### config.mk
export PLATFORM = sky130hd
export DESIGN_NAME = uart_rx_regs
export DESIGN_NICKNAME = d
export VERILOG_FILES = /design/src/rtl/uart_pkg.sv /design/src/rtl/uart_baud_tick.sv /design/src/rtl/uart_rx_regs.sv
export SDC_FILE = /design/constraint.sdc
export NUM_CORES = 1
export LEC_CHECK = 0
export CELL_PAD_IN_SITES_DETAIL_PLACEMENT = 1
export CELL_PAD_IN_SITES_GLOBAL_PLACEMENT = 2
export CORE_ASPECT_RATIO = 1.2
export CORE_MARGIN = 8
export CORE_UTILIZATION = 30
export CTS_CLUSTER_DIAMETER = 150
export CTS_CLUSTER_SIZE = 40
export DETAILED_ROUTE_END_ITERATION = 8
export PLACE_DENSITY_LB_ADDON = 0.25
export REMOVE_ABC_BUFFERS = 1
export SLEW_MARGIN = 20
export SYNTH_ARGS = -nofsm -noshare
export SYNTH_HDL_FRONTEND = slang
export SYNTH_SLANG_ARGS = --single-unit
### constraint.sdc
create_clock -name clk -period 4 [get_ports clk]
set_input_delay 1.2 -clock clk [delete_from_list [all_inputs] [get_ports clk]]
set_output_delay 1.2 -clock clk [all_outputs]
set_load 0.01 [all_outputs]
### src/rtl/uart_pkg.sv
`default_nettype none
// ============================================================================
// Module      : uart_pkg
// Description : Shared UART types, register addresses and status bit layout.
// Revision    : 1.0 - initial release
// ============================================================================
package uart_pkg;

    typedef enum logic [1:0] {
        IDLE  = 2'd0,
        START = 2'd1,
        DATA  = 2'd2,
        STOP  = 2'd3
    } uart_state_e;

    localparam logic [31:0] TX_ADDR       = 32'h1001_0024;
    localparam logic [31:0] TX_DATA_ADDR  = 32'h1001_0028;
    localparam logic [31:0] RX_READY_ADDR = 32'h1001_002C;
    localparam logic [31:0] RX_DATA_ADDR  = 32'h1001_0030;
    localparam logic [31:0] CLEAN_RX_ADDR = 32'h1001_0034;

    localparam int READY_BIT = 0;
    localparam int FERR_BIT  = 1;
    localparam int OVR_BIT   = 2;

    localparam int DEFAULT_BAUD_DIV = 434;

endpackage
`default_nettype wire

### src/rtl/uart_baud_tick.sv
`default_nettype none
// ============================================================================
// Module      : uart_baud_tick
// Description : Baud counter, held at zero while disabled; ticks after a full
//               or half bit period and restarts.
// Revision    : 1.0 - initial release
// ============================================================================
module uart_baud_tick #(
    parameter int BAUD_DIV = 434
) (
    input  logic clk,
    input  logic rst,
    input  logic i_en,
    input  logic i_half,
    output logic o_tick
);

    localparam int              C_W         = $clog2(BAUD_DIV);
    localparam logic [C_W-1:0]  C_FULL_LAST = C_W'(BAUD_DIV - 1);
    localparam logic [C_W-1:0]  C_HALF_LAST = C_W'(BAUD_DIV / 2 - 1);

    logic [C_W-1:0] cnt_q;
    logic [C_W-1:0] cnt_d;

    always_comb begin
        cnt_d  = cnt_q;
        o_tick = 1'b0;
        if (!i_en) begin
            cnt_d = '0;
        end else if (cnt_q == (i_half ? C_HALF_LAST : C_FULL_LAST)) begin
            o_tick = 1'b1;
            cnt_d  = '0;
        end else begin
            cnt_d = cnt_q + 1'b1;
        end
    end

    always_ff @(posedge clk or posedge rst) begin
        if (rst) begin
            cnt_q <= '0;
        end else begin
            cnt_q <= cnt_d;
        end
    end

endmodule
`default_nettype wire

### src/rtl/uart_rx_regs.sv
`default_nettype none
// ============================================================================
// Module      : uart_rx_regs
// Description : 8N1 UART receiver with RX_READY / RX_DATA read words and a
//               CLEAN_RX write strobe that acknowledges the received byte.
// Revision    : 1.0 - initial release
// ============================================================================
module uart_rx_regs
    import uart_pkg::*;
#(
    parameter int DATA_WIDTH = 32,
    parameter int BAUD_DIV   = DEFAULT_BAUD_DIV
) (
    input  logic                  clk,
    input  logic                  reset,
    input  logic                  rx,
    input  logic                  Clean_rx_Memwrite,
    output logic [DATA_WIDTH-1:0] Rx_ReadData,
    output logic [DATA_WIDTH-1:0] Rx_ready_ReadData
);

    uart_state_e state_q, state_d;
    logic        rx_meta_q, rx_s_q;
    logic [2:0]  bit_cnt_q, bit_cnt_d;
    logic [7:0]  shift_q, shift_d;
    logic [7:0]  rx_byte_q, rx_byte_d;
    logic        ready_q, ready_d;
    logic        ferr_q, ferr_d;
    logic        ovr_q, ovr_d;
    logic        w_tick;

    uart_baud_tick #(
        .BAUD_DIV (BAUD_DIV)
    ) u_baud (
        .clk    (clk),
        .rst    (reset),
        .i_en   (state_q != IDLE),
        .i_half (state_q == START),
        .o_tick (w_tick)
    );

    always_comb begin
        state_d   = state_q;
        bit_cnt_d = bit_cnt_q;
        shift_d   = shift_q;
        rx_byte_d = rx_byte_q;
        // An acknowledge is applied first so a coinciding stop-bit update wins.
        ready_d   = Clean_rx_Memwrite ? 1'b0 : ready_q;
        ferr_d    = Clean_rx_Memwrite ? 1'b0 : ferr_q;
        ovr_d     = Clean_rx_Memwrite ? 1'b0 : ovr_q;

        case (state_q)
            IDLE: begin
                if (!rx_s_q) begin
                    state_d = START;
                end
            end
            START: begin
                if (w_tick) begin
                    if (rx_s_q) begin
                        state_d = IDLE;
                    end else begin
                        state_d   = DATA;
                        bit_cnt_d = 3'd0;
                    end
                end
            end
            DATA: begin
                if (w_tick) begin
                    shift_d   = {rx_s_q, shift_q[7:1]};
                    bit_cnt_d = bit_cnt_q + 3'd1;
                    if (bit_cnt_q == 3'd7) begin
                        state_d = STOP;
                    end
                end
            end
            STOP: begin
                if (w_tick) begin
                    state_d = IDLE;
                    if (rx_s_q) begin
                        rx_byte_d = shift_q;
                        ready_d   = 1'b1;
                        if (ready_q && !Clean_rx_Memwrite) begin
                            ovr_d = 1'b1;
                        end
                    end else begin
                        ferr_d = 1'b1;
                    end
                end
            end
            default: state_d = IDLE;
        endcase
    end

    always_ff @(posedge clk or posedge reset) begin
        if (reset) begin
            state_q   <= IDLE;
            rx_meta_q <= 1'b1;
            rx_s_q    <= 1'b1;
            bit_cnt_q <= 3'd0;
            shift_q   <= 8'h00;
            rx_byte_q <= 8'h00;
            ready_q   <= 1'b0;
            ferr_q    <= 1'b0;
            ovr_q     <= 1'b0;
        end else begin
            state_q   <= state_d;
            rx_meta_q <= rx;
            rx_s_q    <= rx_meta_q;
            bit_cnt_q <= bit_cnt_d;
            shift_q   <= shift_d;
            rx_byte_q <= rx_byte_d;
            ready_q   <= ready_d;
            ferr_q    <= ferr_d;
            ovr_q     <= ovr_d;
        end
    end

    always_comb begin
        Rx_ReadData            = '0;
        Rx_ReadData[7:0]       = rx_byte_q;
        Rx_ready_ReadData      = '0;
        Rx_ready_ReadData[READY_BIT] = ready_q;
        Rx_ready_ReadData[FERR_BIT]  = ferr_q;
        Rx_ready_ReadData[OVR_BIT]   = ovr_q;
    end

endmodule
`default_nettype wire
==> results of run 1 <==
==> area by class of cell <==
class / instances / area share (%)
Clock buffer: 6 / 3.55
Clock inverter: 2 / 0.612
Inverter: 5 / 0.918
Multi-Input combinational cell: 130 / 39.5
Sequential cell: 35 / 43.0
Tap cell: 85 / 5.20
Timing Repair Buffer: 15 / 7.22
==> registers in the layout, indices dropped and copies added, names as in the netlist, named ones only <==
| signal | cells |
|---|---|
| shift_q | 8 |
| state_q | 1 |
| ready_q | 1 |
| u_baud.cnt_q | 9 |
| ferr_q | 1 |
| ovr_q | 1 |
| rx_meta_q | 1 |
| rx_s_q | 1 |
| bit_cnt_q | 3 |
| rx_byte_q | 8 |
==> metrics by stage <==
| step | cells | power [mW] |
|---|---|---|
| after floorplan | 170 | 0.391 |
| after global placement | 270 | 0.397 |
| after detailed placement | 270 | 0.398 |
| after CTS | 278 | 0.653 |
| after global routing | 278 | 0.676 |
| final | 278 | 0.643 |
==> synthesized netlist by cell type, drive strengths merged <==
cell type,n,area share [%]
and4b,1,0.51
nand2b,2,1.0
o31a,1,0.45
nand3b,1,0.39
ha,3,1.9
conb,1,0.19
a21oi,5,1.5
or4,1,0.58
inv,5,0.96
dfstp,2,2.7
buf,58,22
clkbuf,2,0.39
a211oi,2,1.4
nand2,4,0.77
nor2,14,2.7
a21bo,3,1.5
a21o,1,0.39
nor3b,1,0.39
dfrtp,33,42
xnor2,5,2.2
o21bai,1,0.39
o2bb2ai,1,0.45
a221oi,2,0.90
and3b,1,0.45
nand4,1,0.32
nand3,5,1.3
mux2,17,9.8
and3,3,0.96
xor2,2,0.90
==> worst reg2reg max path: cells and delay by family, from the launching register on <==
kind	cells	cell delay (ps)
simple gates	3	1230
flops	1	500
compound gates	1	420
mux	1	390
==> layout by cell type, fill, tap and decap left out <==
master / n
ha_1: 3
a21o_1: 1
conb_1: 53
clkinv_2: 1
o31a_1: 1
dfrtp_1: 33
nand2b_1: 1
o21bai_1: 1
xnor2_1: 5
nand4_1: 1
clkinvlp_4: 1
clkbuf_1: 1
buf_4: 1
clkbuf_8: 5
and4b_1: 1
a211oi_1: 1
nor3b_1: 1
nor2_1: 14
a21oi_2: 1
clkdlybuf4s50_1: 14
inv_1: 5
o2bb2ai_1: 1
nand2_1: 4
nand3b_1: 1
and3_1: 3
a211oi_4: 1
dfstp_2: 2
mux2_2: 17
and3b_1: 1
xor2_1: 2
a221oi_1: 2
a21bo_2: 3
nand2b_4: 1
a21oi_1: 4
or4_4: 1
nand3_1: 5
==> worst min-delay path by stage <==
stage	end	slack (ps)	cells past startpoint
after floorplan	rx_s_q$_DFF_PP1_	350	0
after global placement	rx_s_q$_DFF_PP1_	350	0
after detailed placement	rx_s_q$_DFF_PP1_	350	0
after CTS	rx_s_q$_DFF_PP1_	370	0
after global routing	rx_s_q$_DFF_PP1_	380	0
final	rx_s_q$_DFF_PP1_	360	0
==> per-layer routing <==
metal | vias up | wire length [µm] | part of all wire (%)
li1 | 510 | - | -
met1 | 551 | 1450 | 39
met2 | 48 | 1790 | 49
met3 | 5 | 393 | 11
met4 | 0 | 36 | 0.98
met5 | - | 0 | 0
==> power by group through the flow <==
stage,Sequential (mW),Clock (mW),Combinational (mW)
after global placement,0.363,0,0.0342
after detailed placement,0.363,0,0.0344
after CTS,0.356,0.262,0.0345
after global routing,0.356,0.278,0.0416
after floorplan,0.363,0,0.0279
final,0.356,0.250,0.0366
==> cell families after synthesis <==
group / after synthesis / share of synthesized area (%)
fa+ha+maj: 3 / 1.92
other cells: 1 / 0.192
mux: 17 / 9.81
xor+xnor: 7 / 3.14
flops: 35 / 45.0
simple gates: 34 / 9.37
compound gates: 16 / 6.99
buf+inv: 65 / 23.5
==> results.sh, run 1 <==
export IMPL_dieArea_um2=9350
export IMPL_cp_arrival_ps=2820
export IMPL_worstReg2RegEnd="shift_q[2]$_DFFE_PP0P_"
export IMPL_clkPwrFrac_pct=38.9
export IMPL_die_width_um=89.6
export IMPL_timing_final_crit_share_pct=66.3
export IMPL_area_growth_pct=4.81
export IMPL_start_util_pct=30.6
export IMPL_critPathBufInv=0
export IMPL_slowest_delay_ps=510
export IMPL_timing_fmax_mhz=377
export IMPL_clkTransAtPathRegs_ps=70
export IMPL_r2r_cells=5
export IMPL_syn_area_um2=1950
export IMPL_post_cts_setup_buffers=0
export IMPL_io_pins=68
export IMPL_yosysWarnings=0
export IMPL_fillers=730
export IMPL_grtUsageTotal_pct=7.78
export IMPL_fin_skew_ps=4.69
export IMPL_nNetsFinal=199
export IMPL_antenna_left=0
export IMPL_drive_above_1_share_pct=17.6
export IMPL_place_ws_ps=1390
export IMPL_p_sw_mw=0.162
export IMPL_final_setup_tns_ps=0
export IMPL_path_cells="nand2b_4 -> or4_4 -> a21oi_2 -> and3b_1 -> mux2_2"
export IMPL_grt_pass1_vias=1120
export IMPL_route_final_wire_length_um=3670
export IMPL_core_um2=6370
export IMPL_routedWlPerCell_um=13.2
export IMPL_gp_congestion=0.697
export IMPL_gr_usage_met1_pct=8.88
export IMPL_crit_path_end="shift_q[2]$_DFFE_PP0P_"
export IMPL_cp_end_kind="flop"
export IMPL_p_leak_nw=1.01
export IMPL_setup_violations_final=0
export IMPL_via_count=1114
export IMPL_avgSynthCellArea_um2=11.0
export IMPL_hold_class="reg -> reg"
export IMPL_hp_start="rx_meta_q$_DFF_PP1_"
export IMPL_irDropWorstVdd_uv=161
export IMPL_synthCells=178
export IMPL_cts_buffers=5
export IMPL_route_detailed_drc=0
export IMPL_crit_slowest_cell="or4_4"
export IMPL_hold_viol=0
export IMPL_pwr_share_comb_pct=5.7
export IMPL_status="complete, no violations"
export IMPL_worst_setup_path_start_kind="flop"
export IMPL_r2r_slack_ps=1350
export IMPL_criticalPathCategory="reg -> reg"
export IMPL_htree_levels=2
export IMPL_multi_input_comb_area_um2=808
export IMPL_cts_repair_resized=0
export IMPL_clock_latency_ps=280
export IMPL_stdcell_area_um2=2040
export IMPL_worstMarginPinSlew_ps=717
export IMPL_grt_pass1_wl_um=5690
export IMPL_fin_hold_ws_ps=362
export IMPL_root_buffer="clkbuf_8"
export IMPL_clkSinkCount=35
export IMPL_antenna_found_initial=0
export IMPL_relSlewSlack_pct=52.1
export IMPL_slew_viol_final=0
export IMPL_maxCapViolations=0
export IMPL_n_antenna_cell=0
export IMPL_cts_tree="yes"
export IMPL_numPortBuffers=14
export IMPL_cellPowerDensity_nw_per_um2=315
export IMPL_intPower_mw=0.481
export IMPL_placed_area_um2=1960
export IMPL_dpl_hpwl_um=2770
export IMPL_drt_iter0_drc=55
export IMPL_overflow=0
export IMPL_crit_required_ps=4170
export IMPL_ys_types=33
export IMPL_placementRows=32
export IMPL_routed_via_density=4.01
export IMPL_cp_num_cells=5
export IMPL_die_h_um=104
export IMPL_met3_usage_pct=2.85
export IMPL_final_util_pct=32.1
export IMPL_power_frac_seq_pct=55.4
export IMPL_worst_slack_ps=1350
export IMPL_grt_max_degree=36
export IMPL_crit_family="simple AND/OR/NAND/NOR gates"
export IMPL_seqCellArea_um2=878
export IMPL_ys_seq_elements=35
export IMPL_rsz0062_at_grt="no"
export IMPL_grt_busiest_layer="met2"
export IMPL_switching_share_pct=25.2
export IMPL_crit_fanout=12
export IMPL_cts_hold_buffers_added=0
export IMPL_ys_seq_area_share_pct=45.0
export IMPL_first_pass_iters=4
export IMPL_use_met2_pct=12.9
export IMPL_fin_crit_ps=2650
export IMPL_cts_path_max_buffers=2
(Power assumes the default switching activity.)
==> run 2, diff against run 1 <==
--- a/config.mk
+++ b/config.mk
@@ -9,7 +9,7 @@
 export CELL_PAD_IN_SITES_GLOBAL_PLACEMENT = 2
 export CORE_ASPECT_RATIO = 1.2
 export CORE_MARGIN = 8
-export CORE_UTILIZATION = 30
+export CORE_UTILIZATION = 25
 export CTS_CLUSTER_DIAMETER = 150
 export CTS_CLUSTER_SIZE = 40
 export DETAILED_ROUTE_END_ITERATION = 8
==> constraint.sdc (replaced) <==
create_clock -name clk -period 2.2 [get_ports clk]
set_input_delay 0.66 -clock clk [delete_from_list [all_inputs] [get_ports clk]]
set_output_delay 0.66 -clock clk [all_outputs]
set_load 0.01 [all_outputs]
==> run 2 against run 1 <==
Against the previous run:
- count of clock-buffer cells in the layout shrank 1
- critical path depth is the same
- first-iteration DRC count shrank 65%
- highest routed layer unchanged
==> results.sh, run 2 (synthesis gave the netlist of run 1 again) <==
export IMPL_cp_arrival_ps=2180
export IMPL_dieArea_um2=10900
export IMPL_final_util_pct=28.2
export IMPL_post_cts_setup_buffers=0
export IMPL_start_util_pct=25.6
export IMPL_via_count=1101
export IMPL_final_cell_mix="53 x conb_1, 33 x dfrtp_1, 17 x mux2_2"
export IMPL_hold_viol=0
export IMPL_routedWlPerCell_um=12.4
export IMPL_rsz0062_at_grt="no"
export IMPL_timing_fmax_mhz=496
export IMPL_worstHoldPathCells=0
export IMPL_fin_cells=291
export IMPL_maxCapViolations=0
export IMPL_placementRows=35
export IMPL_clkTransAtPathRegs_ps=80
export IMPL_place_inst=283
export IMPL_root_buffer="clkbuf_8"
export IMPL_route_final_wire_length_um=3610
export IMPL_cp_end_kind="flop"
export IMPL_htree_levels=2
export IMPL_dpl_hpwl_um=2640
export IMPL_grt_pass1_wl_um=6170
export IMPL_grtUsageTotal_pct=6.79
export IMPL_antenna_left=0
export IMPL_drt_iter0_drc=19
export IMPL_setup_violations_final=0
export IMPL_timing_final_crit_share_pct=91.6
export IMPL_clkSinkCount=35
export IMPL_die_width_um=96.6
export IMPL_mostFrequentLayoutCell="conb_1"
export IMPL_stdcell_area_um2=2150
export IMPL_route_detailed_drc=0
export IMPL_cts_tree="yes"
export IMPL_fillers=898
export IMPL_numPortBuffers=14
export IMPL_p_leak_nw=1.06
export IMPL_n_antenna_cell=0
export IMPL_crit_required_ps=2370
export IMPL_antenna_found_initial=0
export IMPL_clock_latency_ps=280
export IMPL_drive_above_1_share_pct=21.1
export IMPL_io_pins=68
export IMPL_gp_congestion=0.691
export IMPL_nNetsFinal=205
export IMPL_cts_buffers=5
export IMPL_placed_area_um2=2010
export IMPL_first_pass_iters=2
export IMPL_grt_max_degree=36
export IMPL_overflow=0
export IMPL_cts_hold_buffers_added=0
export IMPL_cts_path_max_buffers=2
export IMPL_total_power_mw=1.40
export IMPL_fin_skew_ps=8.26
export IMPL_top_regs="u_baud.cnt_q x9, rx_byte_q x8, shift_q x8"
export IMPL_largest_reg_flops=9
export IMPL_irDropWorstVdd_uv=257
export IMPL_hold_class="reg -> reg"
export IMPL_crit_fanout=9
export IMPL_worst_setup_path_start_kind="flop"
export IMPL_slew_viol_final=0
export IMPL_relSlewSlack_pct=51.7
export IMPL_cellPowerDensity_nw_per_um2=652
export IMPL_grt_pass1_vias=1301
export IMPL_routed_via_density=3.78
export IMPL_status="complete, no violations"
export IMPL_r2r_cells=5
export IMPL_regMostFlops="u_baud.cnt_q"
export IMPL_die_h_um=113
export IMPL_criticalPathCategory="reg -> reg"
export IMPL_core_um2=7620
export IMPL_area_growth_pct=10.3
export IMPL_fin_crit_ps=2020
export IMPL_worstMarginPinSlew_ps=723
-- run 2: what timing repair did --
item | 4_1_cts | 5_1_grt
hold endpoints to repair | 0 | 0
setup endpoints to repair | 0 | 8
resized for setup | 0 | 1
-- run 2: path summary, 6_finish.rpt --
check	startpoint	end	slack (ps)
min in group asynchronous	reset	u_baud.cnt_q[1]$_DFF_PP0_	770
hold reg to reg	rx_meta_q$_DFF_PP1_	rx_s_q$_DFF_PP1_	360
setup reg to reg	flop	shift_q[4]$_DFFE_PP0P_	180
max in group asynchronous	reset	rx_s_q$_DFF_PP1_	1080
hold / removal	rx_meta_q$_DFF_PP1_	rx_s_q$_DFF_PP1_	360
setup / recovery	flop	shift_q[4]$_DFFE_PP0P_	180
-- run 2: power breakdown --
| group | leakage [nW] | total, mW | switching (mW) | internal (mW) |
|---|---|---|---|---|
| Combinational | 0.528 | 0.0656 | 0.0588 | 0.00674 |
| Sequential | 0.467 | 0.648 | 0.00147 | 0.646 |
| Clock | 0.0644 | 0.689 | 0.237 | 0.452 |
-- run 2: final cells by class --
| cell class | instances | area, µm² | area share, % |
|---|---|---|---|
| timing repair buffer | 21 | 193 | 8.96 |
| tap | 92 | 115 | 5.35 |
| inverter | 5 | 18.8 | 0.873 |
| multi-input combinational | 130 | 810 | 37.6 |
| clock buffer | 5 | 68.8 | 3.20 |
| sequential | 35 | 878 | 40.8 |
| clock inverter | 3 | 67.6 | 3.14 |
-- run 2: per-stage QoR --
stage	worst slack, ps	TNS [ps]	hold WS [ps]
global route	11.3	0	359
CTS	31.4	0	358
global placement	80.2	0	347
floorplan	-127	-1020	345
finish	184	0	357
detailed placement	56.2	0	347
-- run 2: layer usage --
metal	GRT usage, %	wire, µm
met5	0	0
met4	3.70	71
met3	2.32	223
met2	10.5	1730
met1	8.06	1590
-- run 2: worst max-delay path: stages (launching register included) --
cell and delay (ps):
dfrtp_1 390, nand2b_4 150, or4_4 510, a21oi_2 160
and3b_2 340, mux2_2 360
==> run 3, diff against run 2 <==
--- a/config.mk
+++ b/config.mk
@@ -7,7 +7,7 @@
 export LEC_CHECK = 0
 export CELL_PAD_IN_SITES_DETAIL_PLACEMENT = 1
 export CELL_PAD_IN_SITES_GLOBAL_PLACEMENT = 2
-export CORE_ASPECT_RATIO = 1.2
+export CORE_ASPECT_RATIO = 1.5
 export CORE_MARGIN = 8
 export CORE_UTILIZATION = 25
 export CTS_CLUSTER_DIAMETER = 150
==> run 3 against run 2 <==
Against the previous run:
- register-to-register slack is essentially flat
- clock skew shrank 3.1 ps
- sequential share of layout area down 0.84 points
- global-route usage grew 0.35 points
- sequential power hardly changed
- critical endpoint is now u_baud.cnt_q[8]$_DFF_PP0_
- critical path depth is 1 higher
- routed wire length is 4.2% higher
- clock power about the same
==> results.sh, run 3 (synthesis gave the netlist of run 1 again) <==
export IMPL_status="complete, no violations"
export IMPL_intPower_mw=1.07
export IMPL_antenna_left=0
export IMPL_cts_buffers=5
export IMPL_largest_reg_flops=9
export IMPL_cp_arrival_ps=2150
export IMPL_hold_class="reg -> reg"
export IMPL_gp_congestion=0.725
export IMPL_start_util_pct=25.6
export IMPL_die_width_um=88.1
export IMPL_n_antenna_cell=0
export IMPL_p_sw_mw=0.336
export IMPL_overflow=0
export IMPL_pwr_share_comb_pct=4.7
export IMPL_crit_fanout=11
export IMPL_mostFrequentLayoutCell="conb_1"
export IMPL_final_cell_mix="53 x conb_1, 33 x dfrtp_1, 17 x mux2_2"
export IMPL_cts_repair_resized=0
export IMPL_grtUsageTotal_pct=7.14
export IMPL_root_buffer="clkbuf_16"
export IMPL_grt_pass1_vias=1294
export IMPL_maxCapViolations=0
export IMPL_routedWlPerCell_um=12.5
export IMPL_timing_fmax_mhz=495
export IMPL_fin_cells=301
export IMPL_routed_via_density=3.75
export IMPL_cts_tree="yes"
export IMPL_post_cts_setup_buffers=0
export IMPL_total_power_mw=1.41
export IMPL_drive_above_1_share_pct=20.6
export IMPL_cts_path_max_buffers=2
export IMPL_final_setup_tns_ps=0
export IMPL_final_util_pct=28.8
export IMPL_clock_latency_ps=280
export IMPL_htree_levels=2
export IMPL_top_regs="u_baud.cnt_q x9, rx_byte_q x8, shift_q x8"
export IMPL_core_um2=7610
export IMPL_grt_pass1_wl_um=6110
export IMPL_fin_crit_ps=2020
export IMPL_dieArea_um2=10900
export IMPL_nNetsFinal=205
export IMPL_cp_end_kind="flop"
export IMPL_cellPowerDensity_nw_per_um2=641
export IMPL_antenna_found_initial=0
export IMPL_fillers=905
export IMPL_via_count=1129
export IMPL_fin_hold_ws_ps=355
export IMPL_dpl_hpwl_um=2760
export IMPL_clkTransAtPathRegs_ps=50
export IMPL_area_growth_pct=12.6
export IMPL_clkPwrFrac_pct=49.2
export IMPL_stdcell_area_um2=2200
export IMPL_grt_max_degree=36
export IMPL_timing_final_crit_share_pct=91.7
export IMPL_route_detailed_drc=0
export IMPL_p_leak_nw=1.07
export IMPL_power_frac_seq_pct=46.1
export IMPL_io_pins=68
export IMPL_r2r_slack_ps=180
export IMPL_relSlewSlack_pct=48.7
export IMPL_crit_required_ps=2330
export IMPL_cts_hold_buffers_added=0
export IMPL_worst_setup_path_start_kind="flop"
export IMPL_worst_slack_ps=182
export IMPL_first_pass_iters=4
export IMPL_route_final_wire_length_um=3760
export IMPL_irDropWorstVdd_uv=288
export IMPL_fin_skew_ps=5.19
export IMPL_regMostFlops="u_baud.cnt_q"
export IMPL_die_h_um=124
export IMPL_place_ws_ps=172
export IMPL_rsz0062_at_grt="no"
export IMPL_setup_violations_final=0
export IMPL_clkSinkCount=35
export IMPL_slew_viol_final=0
export IMPL_criticalPathCategory="reg -> reg"
export IMPL_switching_share_pct=23.9
export IMPL_placementRows=39
export IMPL_hold_viol=0
export IMPL_numPortBuffers=14
export IMPL_drt_iter0_drc=43
export IMPL_place_inst=293
export IMPL_worstMarginPinSlew_ps=767
export IMPL_placed_area_um2=2050
-- run 3: cell types whose count changed in the layout (fill, tap and decap cells not counted), sizes merged --
cell	before	now
clkinvlp	1	2
clkinv	0	1
bufinv	2	0
-- run 3: final timing paths --
kind / start / cells after the start / to
max: u_baud.cnt_q[5]$_DFF_PP0_ / 6 / u_baud.cnt_q[8]$_DFF_PP0_
min: rx_meta_q$_DFF_PP1_ / 0 / rx_s_q$_DFF_PP1_
max reg2reg: u_baud.cnt_q[5]$_DFF_PP0_ / 6 / u_baud.cnt_q[8]$_DFF_PP0_
min reg2reg: rx_meta_q$_DFF_PP1_ / 0 / rx_s_q$_DFF_PP1_
max in group asynchronous: reset / 3 / rx_meta_q$_DFF_PP1_
min in group asynchronous: reset / 3 / rx_byte_q[3]$_DFFE_PP0P_
-- run 3: final cells by class --
| cell class | count | area (µm²) | share of cell area (%) |
|---|---|---|---|
| Clock buffer | 5 | 125 | 5.70 |
| Clock inverter | 3 | 20.0 | 0.912 |
| Inverter | 5 | 18.8 | 0.855 |
| Multi-Input combinational cell | 130 | 808 | 36.8 |
| Sequential cell | 35 | 878 | 40.0 |
| Tap cell | 102 | 128 | 5.81 |
| Timing Repair Buffer | 21 | 218 | 9.91 |
-- run 3: critical path: stages (launching register included) --
cell      delay [ps]
dfrtp_1          420
nand3b_1         170
or4_4            450
a21oi_2          150
buf_4            190
o21bai_1         370
nor2_1           120
-- run 3: metal layers --
| metal | GRT usage (%) | part of all wire [%] |
|---|---|---|
| met5 | 0 | 0 |
| met4 | 4.14 | 2.3 |
| met3 | 1.45 | 7.6 |
| met2 | 12.2 | 49 |
| met1 | 7.98 | 41 |
-- run 3: power by group through the flow --
stage	sequential (mW)	clock [mW]	combinational (mW)
finish	0.649	0.691	0.0664
global route	0.649	0.743	0.0770
CTS	0.649	0.714	0.0632
detailed placement	0.660	0	0.0630
global placement	0.660	0	0.0633
floorplan	0.660	0	0.0507
